File: src/rtl/fir_filter_mac.sv
// -----------------------------------------------------------------------------
// fir_filter_mac
//
// Signed, time-multiplexed FIR filter: y[n] = sum_k h[k] * x[n-k].
// A single multiplier is shared across all taps. Each accepted sample takes
// TAPS MAC cycles plus one output cycle. The accumulator is rounded
// (round-half-up), shifted right by FRAC and then saturated to OUT_W bits.
//
// Ports:
//   i_clk        clock
//   i_rst_n      asynchronous active-low reset
//   i_valid      input sample valid (held by the source until o_ready)
//   i_x          signed input sample
//   o_ready      high only in IDLE; a sample is taken when i_valid & o_ready
//   i_clear      synchronous flush of delay line / in-flight computation
//   i_coef_we    coefficient write strobe (honoured only in IDLE)
//   i_coef_addr  tap index k (values >= TAPS are ignored)
//   i_coef_data  signed coefficient h[k]
//   o_valid      one-cycle pulse: o_y / o_sat are new
//   o_y          signed filtered output, held until the next result
//   o_sat        o_y was clipped
// -----------------------------------------------------------------------------
module fir_filter_mac #(
    parameter int DATA_W = 8,
    parameter int COEF_W = 8,
    parameter int TAPS   = 8,
    parameter int FRAC   = 4,
    parameter int OUT_W  = 12
) (
    input  logic                     i_clk,
    input  logic                     i_rst_n,
    input  logic                     i_valid,
    input  logic signed [DATA_W-1:0] i_x,
    output logic                     o_ready,
    input  logic                     i_clear,
    input  logic                     i_coef_we,
    input  logic [$clog2(TAPS)-1:0]  i_coef_addr,
    input  logic signed [COEF_W-1:0] i_coef_data,
    output logic                     o_valid,
    output logic signed [OUT_W-1:0]  o_y,
    output logic                     o_sat
);
    localparam int AW     = $clog2(TAPS);
    localparam int PROD_W = DATA_W + COEF_W;
    localparam int ACC_W  = DATA_W + COEF_W + AW;
    // One extra bit so adding the rounding constant can never wrap.
    localparam int RND_W  = ACC_W + 1;

    localparam logic signed [RND_W-1:0] Y_MAX = RND_W'(2**(OUT_W-1) - 1);
    localparam logic signed [RND_W-1:0] Y_MIN = RND_W'(-(2**(OUT_W-1)));
    localparam logic signed [RND_W-1:0] RND_K = RND_W'(2**(FRAC-1));

    typedef enum logic [1:0] {IDLE, MAC, OUT} state_t;

    state_t                    state_reg, state_next;
    logic signed [DATA_W-1:0]  x_reg   [TAPS];
    logic signed [DATA_W-1:0]  x_shift [TAPS];
    logic signed [COEF_W-1:0]  h_reg   [TAPS];
    logic signed [ACC_W-1:0]   acc_reg;
    logic [AW-1:0]             k_reg;
    logic signed [OUT_W-1:0]   y_reg;
    logic                      sat_reg;
    logic                      valid_reg;

    logic                      coef_wr;
    logic signed [PROD_W-1:0]  prod;
    logic signed [RND_W-1:0]   rnd_sum;
    logic signed [RND_W-1:0]   r_val;
    logic signed [OUT_W-1:0]   y_sat;
    logic                      sat_flag;

    assign o_ready = (state_reg == IDLE);
    assign o_valid = valid_reg;
    assign o_y     = y_reg;
    assign o_sat   = sat_reg;

    // Out-of-range addresses (possible when TAPS is not a power of two)
    // must not touch any coefficient.
    assign coef_wr = (state_reg == IDLE) && i_coef_we
                     && (32'(i_coef_addr) < 32'(TAPS));

    // Shifted view of the delay line, loaded when a sample is accepted.
    genvar gi;
    generate
        for (gi = 0; gi < TAPS; gi++) begin : g_shift
            if (gi == 0) begin : g_head
                assign x_shift[gi] = i_x;
            end else begin : g_body
                assign x_shift[gi] = x_reg[gi-1];
            end
        end
    endgenerate

    // Shared multiplier; both operands signed so the product is full precision.
    assign prod = x_reg[k_reg] * h_reg[k_reg];

    // Round half up, then arithmetic shift to drop the fractional bits.
    assign rnd_sum = RND_W'(acc_reg) + RND_K;
    assign r_val   = rnd_sum >>> FRAC;

    always_comb begin
        y_sat    = r_val[OUT_W-1:0];
        sat_flag = 1'b0;
        if (r_val > Y_MAX) begin
            y_sat    = Y_MAX[OUT_W-1:0];
            sat_flag = 1'b1;
        end else if (r_val < Y_MIN) begin
            y_sat    = Y_MIN[OUT_W-1:0];
            sat_flag = 1'b1;
        end
    end

    // State register.
    always_ff @(posedge i_clk or negedge i_rst_n) begin
        if (!i_rst_n) begin
            state_reg <= IDLE;
        end else begin
            state_reg <= state_next;
        end
    end

    // Next-state logic; clear overrides everything and also blocks an accept.
    always_comb begin
        state_next = state_reg;
        if (i_clear) begin
            state_next = IDLE;
        end else begin
            case (state_reg)
                IDLE:    if (i_valid) state_next = MAC;
                MAC:     if (k_reg == AW'(TAPS - 1)) state_next = OUT;
                OUT:     state_next = IDLE;
                default: state_next = IDLE;
            endcase
        end
    end

    // Datapath: delay line, coefficients, accumulator and output registers.
    always_ff @(posedge i_clk or negedge i_rst_n) begin
        if (!i_rst_n) begin
            for (int i = 0; i < TAPS; i++) begin
                x_reg[i] <= '0;
                h_reg[i] <= '0;
            end
            acc_reg   <= '0;
            k_reg     <= '0;
            y_reg     <= '0;
            sat_reg   <= 1'b0;
            valid_reg <= 1'b0;
        end else begin
            valid_reg <= 1'b0;

            // Coefficients are independent of clear; a write on the accept
            // edge is seen by the MAC because MAC starts one cycle later.
            if (coef_wr) begin
                h_reg[i_coef_addr] <= i_coef_data;
            end

            if (i_clear) begin
                for (int i = 0; i < TAPS; i++) begin
                    x_reg[i] <= '0;
                end
                acc_reg <= '0;
                k_reg   <= '0;
            end else begin
                case (state_reg)
                    IDLE: begin
                        if (i_valid) begin
                            for (int i = 0; i < TAPS; i++) begin
                                x_reg[i] <= x_shift[i];
                            end
                            acc_reg <= '0;
                            k_reg   <= '0;
                        end
                    end
                    MAC: begin
                        acc_reg <= acc_reg + ACC_W'(prod);
                        k_reg   <= k_reg + 1'b1;
                    end
                    OUT: begin
                        y_reg     <= y_sat;
                        sat_reg   <= sat_flag;
                        valid_reg <= 1'b1;
                    end
                    default: ;
                endcase
            end
        end
    end

endmodule

File: config.mk
export PLATFORM = sky130hd
export DESIGN_NAME = fir_filter_mac
export DESIGN_NICKNAME = d
export VERILOG_FILES = /design/src/rtl/fir_filter_mac.sv
export SDC_FILE = /design/constraint.sdc
export NUM_CORES = 1
export LEC_CHECK = 0
export CAP_MARGIN = 20
export CORE_MARGIN = 5
export CORE_UTILIZATION = 31
export DETAILED_ROUTE_END_ITERATION = 10
export PLACE_DENSITY = 0.44
export SYNTH_ARGS = -nofsm -noshare
export SYNTH_HDL_FRONTEND = slang
export SYNTH_SLANG_ARGS = --single-unit
File: constraint.sdc
create_clock -name i_clk -period 19.3 [get_ports i_clk]
set_input_delay 1.93 -clock i_clk [delete_from_list [all_inputs] [get_ports i_clk]]
set_output_delay 1.93 -clock i_clk [all_outputs]
set_load 0.01 [all_outputs]
* Yosys cells after proc, flatten, opt, wreduce, memory -nomap -nowiden *
Cells that the tools add are included.

storage, ports and cells
  bits in registers = 166
  input bits = 24
  output and inout bits = 15

operators by class
  add/subtract/negate cells = 3
  multipliers = 1
  magnitude comparators = 5
  eq/ne operators = 5
  multiplexer cells = 28
  bitwise logic cells = 3
  reduce and logical (&&, ||, !) cells = 10

operators by type and width
  operator                                                                            count
  64-bit two-way mux                                                                  3
  64-bit bitwise mux                                                                  1
  8-bit binary-select mux with 3-bit select                                           2
  8-bit two-way mux                                                                   5
  19-bit two-way mux                                                                  2
  19-bit one-hot mux with 2 select lines                                              1
  8-bit demux with 3-bit select                                                       1
  12-bit two-way mux                                                                  2
  19-bit by 5-bit adder with 20-bit output (second input constant)                    1
  19-bit by 16-bit adder with 19-bit output                                           1
  16-bit by 12-bit greater-than comparator with 1-bit output (second input constant)  1
  16-bit by 12-bit less-than comparator with 1-bit output (second input constant)     1
  8-bit by 8-bit multiplier with 16-bit output                                        1
  4-bit greater-or-equal comparator (second input constant)                           2
  3-bit NOT with 4-bit output                                                         2
  2-bit AND reduction                                                                 4
  2-bit two-way mux                                                                   3
  3-bit two-way mux                                                                   2
  3-bit one-hot mux with 2 select lines                                               1
  4-bit by 1-bit less-than comparator with 1-bit output (second input constant)       1
  1-bit two-way mux                                                                   4
  2-bit one-hot mux with 2 select lines                                               1
  2-bit nonzero test                                                                  2
  3-bit by 1-bit adder with 3-bit output (second input constant)                      1
  9 further kinds                                                                     10

* Logic depth before layout (Yosys ltp) *
  depth in word-level cells = 8
  depth in mapped cells = 22
  mapped depth without buffers = 20

* Worst setup path after synthesis *
OpenSTA, ideal clock, no wires.

  path type = register -> register
  start = reg k_reg[1]
  end = reg acc_reg[15]
  setup time = 0.129 ns
  arrival time = 6.042 ns
  required time = 19.171 ns
  path slack = 13.129 ns
  stages on the path, launching flop included = 20
  clock period less this slack = 6.171 ns
  cells stage by stage = dfrtp_1 -> clkbuf_1 -> clkbuf_1 -> mux4_2 -> mux2_2 -> nor2b_1 -> fa_1 -> inv_1 -> fa_1 -> inv_1 -> fa_1 -> fa_1 -> ha_1 -> ha_1 -> a21o_1 -> a21o_1 -> a2111o_1 -> a31oi_1 -> xor2_1 -> o21ai_1

on the way
  longest elaborated chain between the ends = 8
  elaborated cells on any way between the ends = 11
  those cells by class = add/sub (1); mul (1); mux (8); bitwise (1)

ends and longest elaborated chain
  item                                                  RTL line  RTL
  start: declaration                                    60        logic [AW-1:0] k_reg;
  start signal: assignment                              177       k_reg <= k_reg + 1'b1;
  3-bit NOT with 4-bit output (implied by the code) *   95        assign prod = x_reg[k_reg] * h_reg[k_reg];
  8-bit binary-select mux with 3-bit select             95
  8-bit two-way mux (implied by the code) (2 in a row)  95
  8-bit by 8-bit multiplier with 16-bit output *        95
  19-bit by 16-bit adder with 19-bit output *           176       acc_reg <= acc_reg + ACC_W'(prod);
  19-bit one-hot mux with 2 select lines *              165       case (state_reg)
  19-bit two-way mux *                                  158       if (i_clear) begin
  end signal: assignment                                176
  end: declaration                                      59        logic signed [ACC_W-1:0] acc_reg;

Every way passes the cells marked *; elsewhere a longest branch is shown, timed or not. The select of a mux whose other input is x is not followed.
A chain may end at the register's enable or synchronous reset.

* Final worst setup path *
  start = reg k_reg[0]
  end = reg acc_reg[15]

Same word-level chain as after synthesis.

==> results.cfg <==
[run_status]
outcome = completed

[power]
p_per_area_nw_per_um2 = 106
netSwitchingFraction = 0.376
seqPwrFrac = 0.320
intPower_mw = 0.831
power.switching_mw = 0.501
clkPwrFrac = 0.263
p_leak_nw = 5.62
vdd_drop_max_mv = 0.0615
combPwrFrac = 0.416

[clock_tree]
post_cts_resized = 0
hold_buffers = 0
cts_root_buffer = clkbuf_16
cts_buffers = 17
cts_setup_buffers = 0
cts_tree = done
clock_path_buffers = 2
cts.sinks = 166
clock_latency_ns = 0.44
htreeDepth = 4
cts.clk_slew.worst_paths_ns = 0.07

[synthesis]
synth_cells = 1021
synth-seq-cells = 166
synthFlopType = dfrtp_1
yosys-top-cells-area = dfrtp_1 38%, fa_1 15%, mux2_2 6.8%, mux4_2 6.5%, nand2_1 6.0%
syn-num-nets = 1176
synth_edf_count = 0
synth_top_area_frac = 0.375
yosysSeqAreaShare = 0.375
yosysMostFrequentCell = nand2_1
synth_top_area_cell = dfrtp_1
synth.top_cells.by_count = 176 x nand2_1, 166 x dfrtp_1, 98 x inv_1
async_flop_share = 1.00
syn-mean-instance-area_um2 = 10.8
synthesis.area_um2 = 11100
synth_cell_types = 55
ys_warn_count = 0

[sta]
min_period_over_period = 0.336
rsz0062_at_grt = no
finalSetupViolations = 0
finalSetupTns_ns = 0
setup_ws_ns = 12.81
layout_min_cycle_time_ns = 6.49
finalClockSkew_ns = 0.0118
fmaxAchievable_ghz = 0.154
maxSlewViolCount = 0
tightest_slew_ns = 0.851
slew_headroom = 0.432
hold_viol_final = 0

[die]
die_y_um = 199
io_pins = 39
fp-row-count = 69
coreArea_um2 = 35400
die_w_um = 199
start_util = 0.313
dieArea_um2 = 39600

[placement]
dpl.hpwl_um = 18000
place_congestion = 0.806
numPortBuffers = 38
place_ws_ns = 12.74

[setup_path]
critPathCaptureType = flop
reg2reg_depth = 18
slowest_stage = mux4_2
start_kind = flop
required_ns = 19.60
crit_chain = buf_4, mux4_2, mux2i_2, nor2_1, fa_1, inv_1, fa_1, inv_1, fa_1, fa_1, ha_1, ha_1, a21o_1, a21o_1, a2111o_1, a31oi_1, xor2_1, o21ai_1
cp_common_cell = fa_1
slowest_delay_ns = 0.60
cp.arrival_ns = 6.79
critPathKind = reg2reg
crit_fanout = 35

[route]
via_per_inst = 4.69
drt_pass1_iterations = 4
drc = 0
wirelength_um = 25200
drt_iter0_drc = 319
routedWlPerCell_um = 16.6
ant_nets = 0
vias = 7136

[global_routing]
antenna_found_initial = 0
track_usage = 0.136
grt_pass1_wl_um = 42500
grt_max_degree = 69
globalRouteOverflowTotal = 0
grt_pass1_vias = 7651

[final_layout]
syn_to_final_growth_pct = 13.1
antenna_cells = 0
layout.nets = 1203
drive_above_1_share = 0.156

[min_path]
hold_class = reg2reg
hold_depth = 2

[run]
max-cap-violations = 0
==> final cells by class <==
class	count	area (µm²)
Clock buffer	18	439
Clock inverter	14	159
Fill cell	3550	22900
Inverter	99	372
Multi-Input combinational cell	715	6360
Sequential cell	166	4160
Tap cell	461	577
Timing Repair Buffer	49	459
==> power groups by stage <==
stage | combinational, mW | clock [mW] | sequential [mW]
3_5_place_dp | 0.559 | 0 | 0.434
5_1_grt | 0.636 | 0.377 | 0.434
6_report | 0.555 | 0.350 | 0.427
2_1_floorplan | 0.441 | 0 | 0.420
3_3_place_gp | 0.563 | 0 | 0.434
4_1_cts | 0.566 | 0.364 | 0.427
==> layer usage <==
| metal | vias to the layer above | wire [µm] | GRT usage |
|---|---|---|---|
| met5 | - | 0 | 0 |
| met4 | 0 | 292 | 0.0337 |
| met3 | 20 | 513 | 0.0215 |
| met2 | 76 | 11700 | 0.211 |
| met1 | 3571 | 12800 | 0.200 |
| li1 | 3469 | - | - |
==> worst paths after layout <==
kind	endpoint	slack [ns]	start
worst max-delay path	acc_reg[15]$_DFFE_PN0P_	12.81	k_reg[0]$_DFFE_PN0P_
worst min-delay path	o_y[11]$_DFFE_PN0P_	0.47	o_y[11]$_DFFE_PN0P_
worst max register to register	acc_reg[15]$_DFFE_PN0P_	12.81	k_reg[0]$_DFFE_PN0P_
worst min register to register	o_y[11]$_DFFE_PN0P_	0.47	o_y[11]$_DFFE_PN0P_
max in group asynchronous	h_reg[10]$_DFFE_PN0P_	15.91	i_rst_n
min in group asynchronous	x_reg[22]$_DFFE_PN0P_	1.41	i_rst_n
==> cells in the final DEF, fill, tap and decap left out, types with 3 or more instances in the layout <==
cell and instances:
nor2b_1 7, buf_4 11, ha_1 47, inv_8 5
nand2b_1 9, a21oi_1 73, or2_1 5, mux2i_1 7
inv_1 98, nand3_1 25, nor2_1 56, mux4_2 32
a22o_1 9, clkdlybuf4s50_1 36, inv_6 3, nand2_1 175
and3_1 4, mux2i_2 11, xnor2_1 18, fa_1 84
dfrtp_1 165, o21a_1 7, mux2_2 67, a211oi_1 4
o21bai_1 3, clkbuf_16 17, nor3_1 5, a21o_1 6
o21ai_1 6, xor2_1 8, o22ai_1 3, o21ai_0 14
==> logic make-up (layout without fill, tap and decap cells) <==
| logic type | Yosys count | in the layout | share of synthesized area |
|---|---|---|---|
| XOR/XNOR | 26 | 26 | 0.0206 |
| adder cells (fa/ha/maj) | 131 | 131 | 0.205 |
| AO/OA/AOI/OAI | 134 | 134 | 0.0733 |
| multiplexers | 117 | 117 | 0.153 |
| AND/OR/NAND/NOR | 307 | 307 | 0.122 |
| flip-flops | 166 | 166 | 0.375 |
| buffers and inverters | 140 | 180 | 0.0506 |
==> metrics by stage <==
step	instances	cell area [µm²]	utilization	hold WS (ns)	total power, mW
2_1_floorplan	1021	11100	-	0.473	0.861
3_3_place_gp	1490	11900	0.337	0.456	0.997
3_5_place_dp	1490	11900	0.337	0.463	0.993
4_1_cts	1522	12500	0.354	0.480	1.36
5_1_grt	1522	12500	0.354	0.511	1.45
6_report	1522	12500	0.354	0.471	1.33
==> critical path: cells and delay by family, from the launching register on <==
kind,cells,cell delay [ns]
AND/OR/NAND/NOR,1,0.18
adder cells (fa/ha/maj),6,2.83
flip-flops,1,0.35
AO/OA/AOI/OAI,5,1.02
multiplexers,2,1.05
XOR/XNOR,1,0.16
buffers and inverters,3,0.76
(Power assumes the default switching activity.)
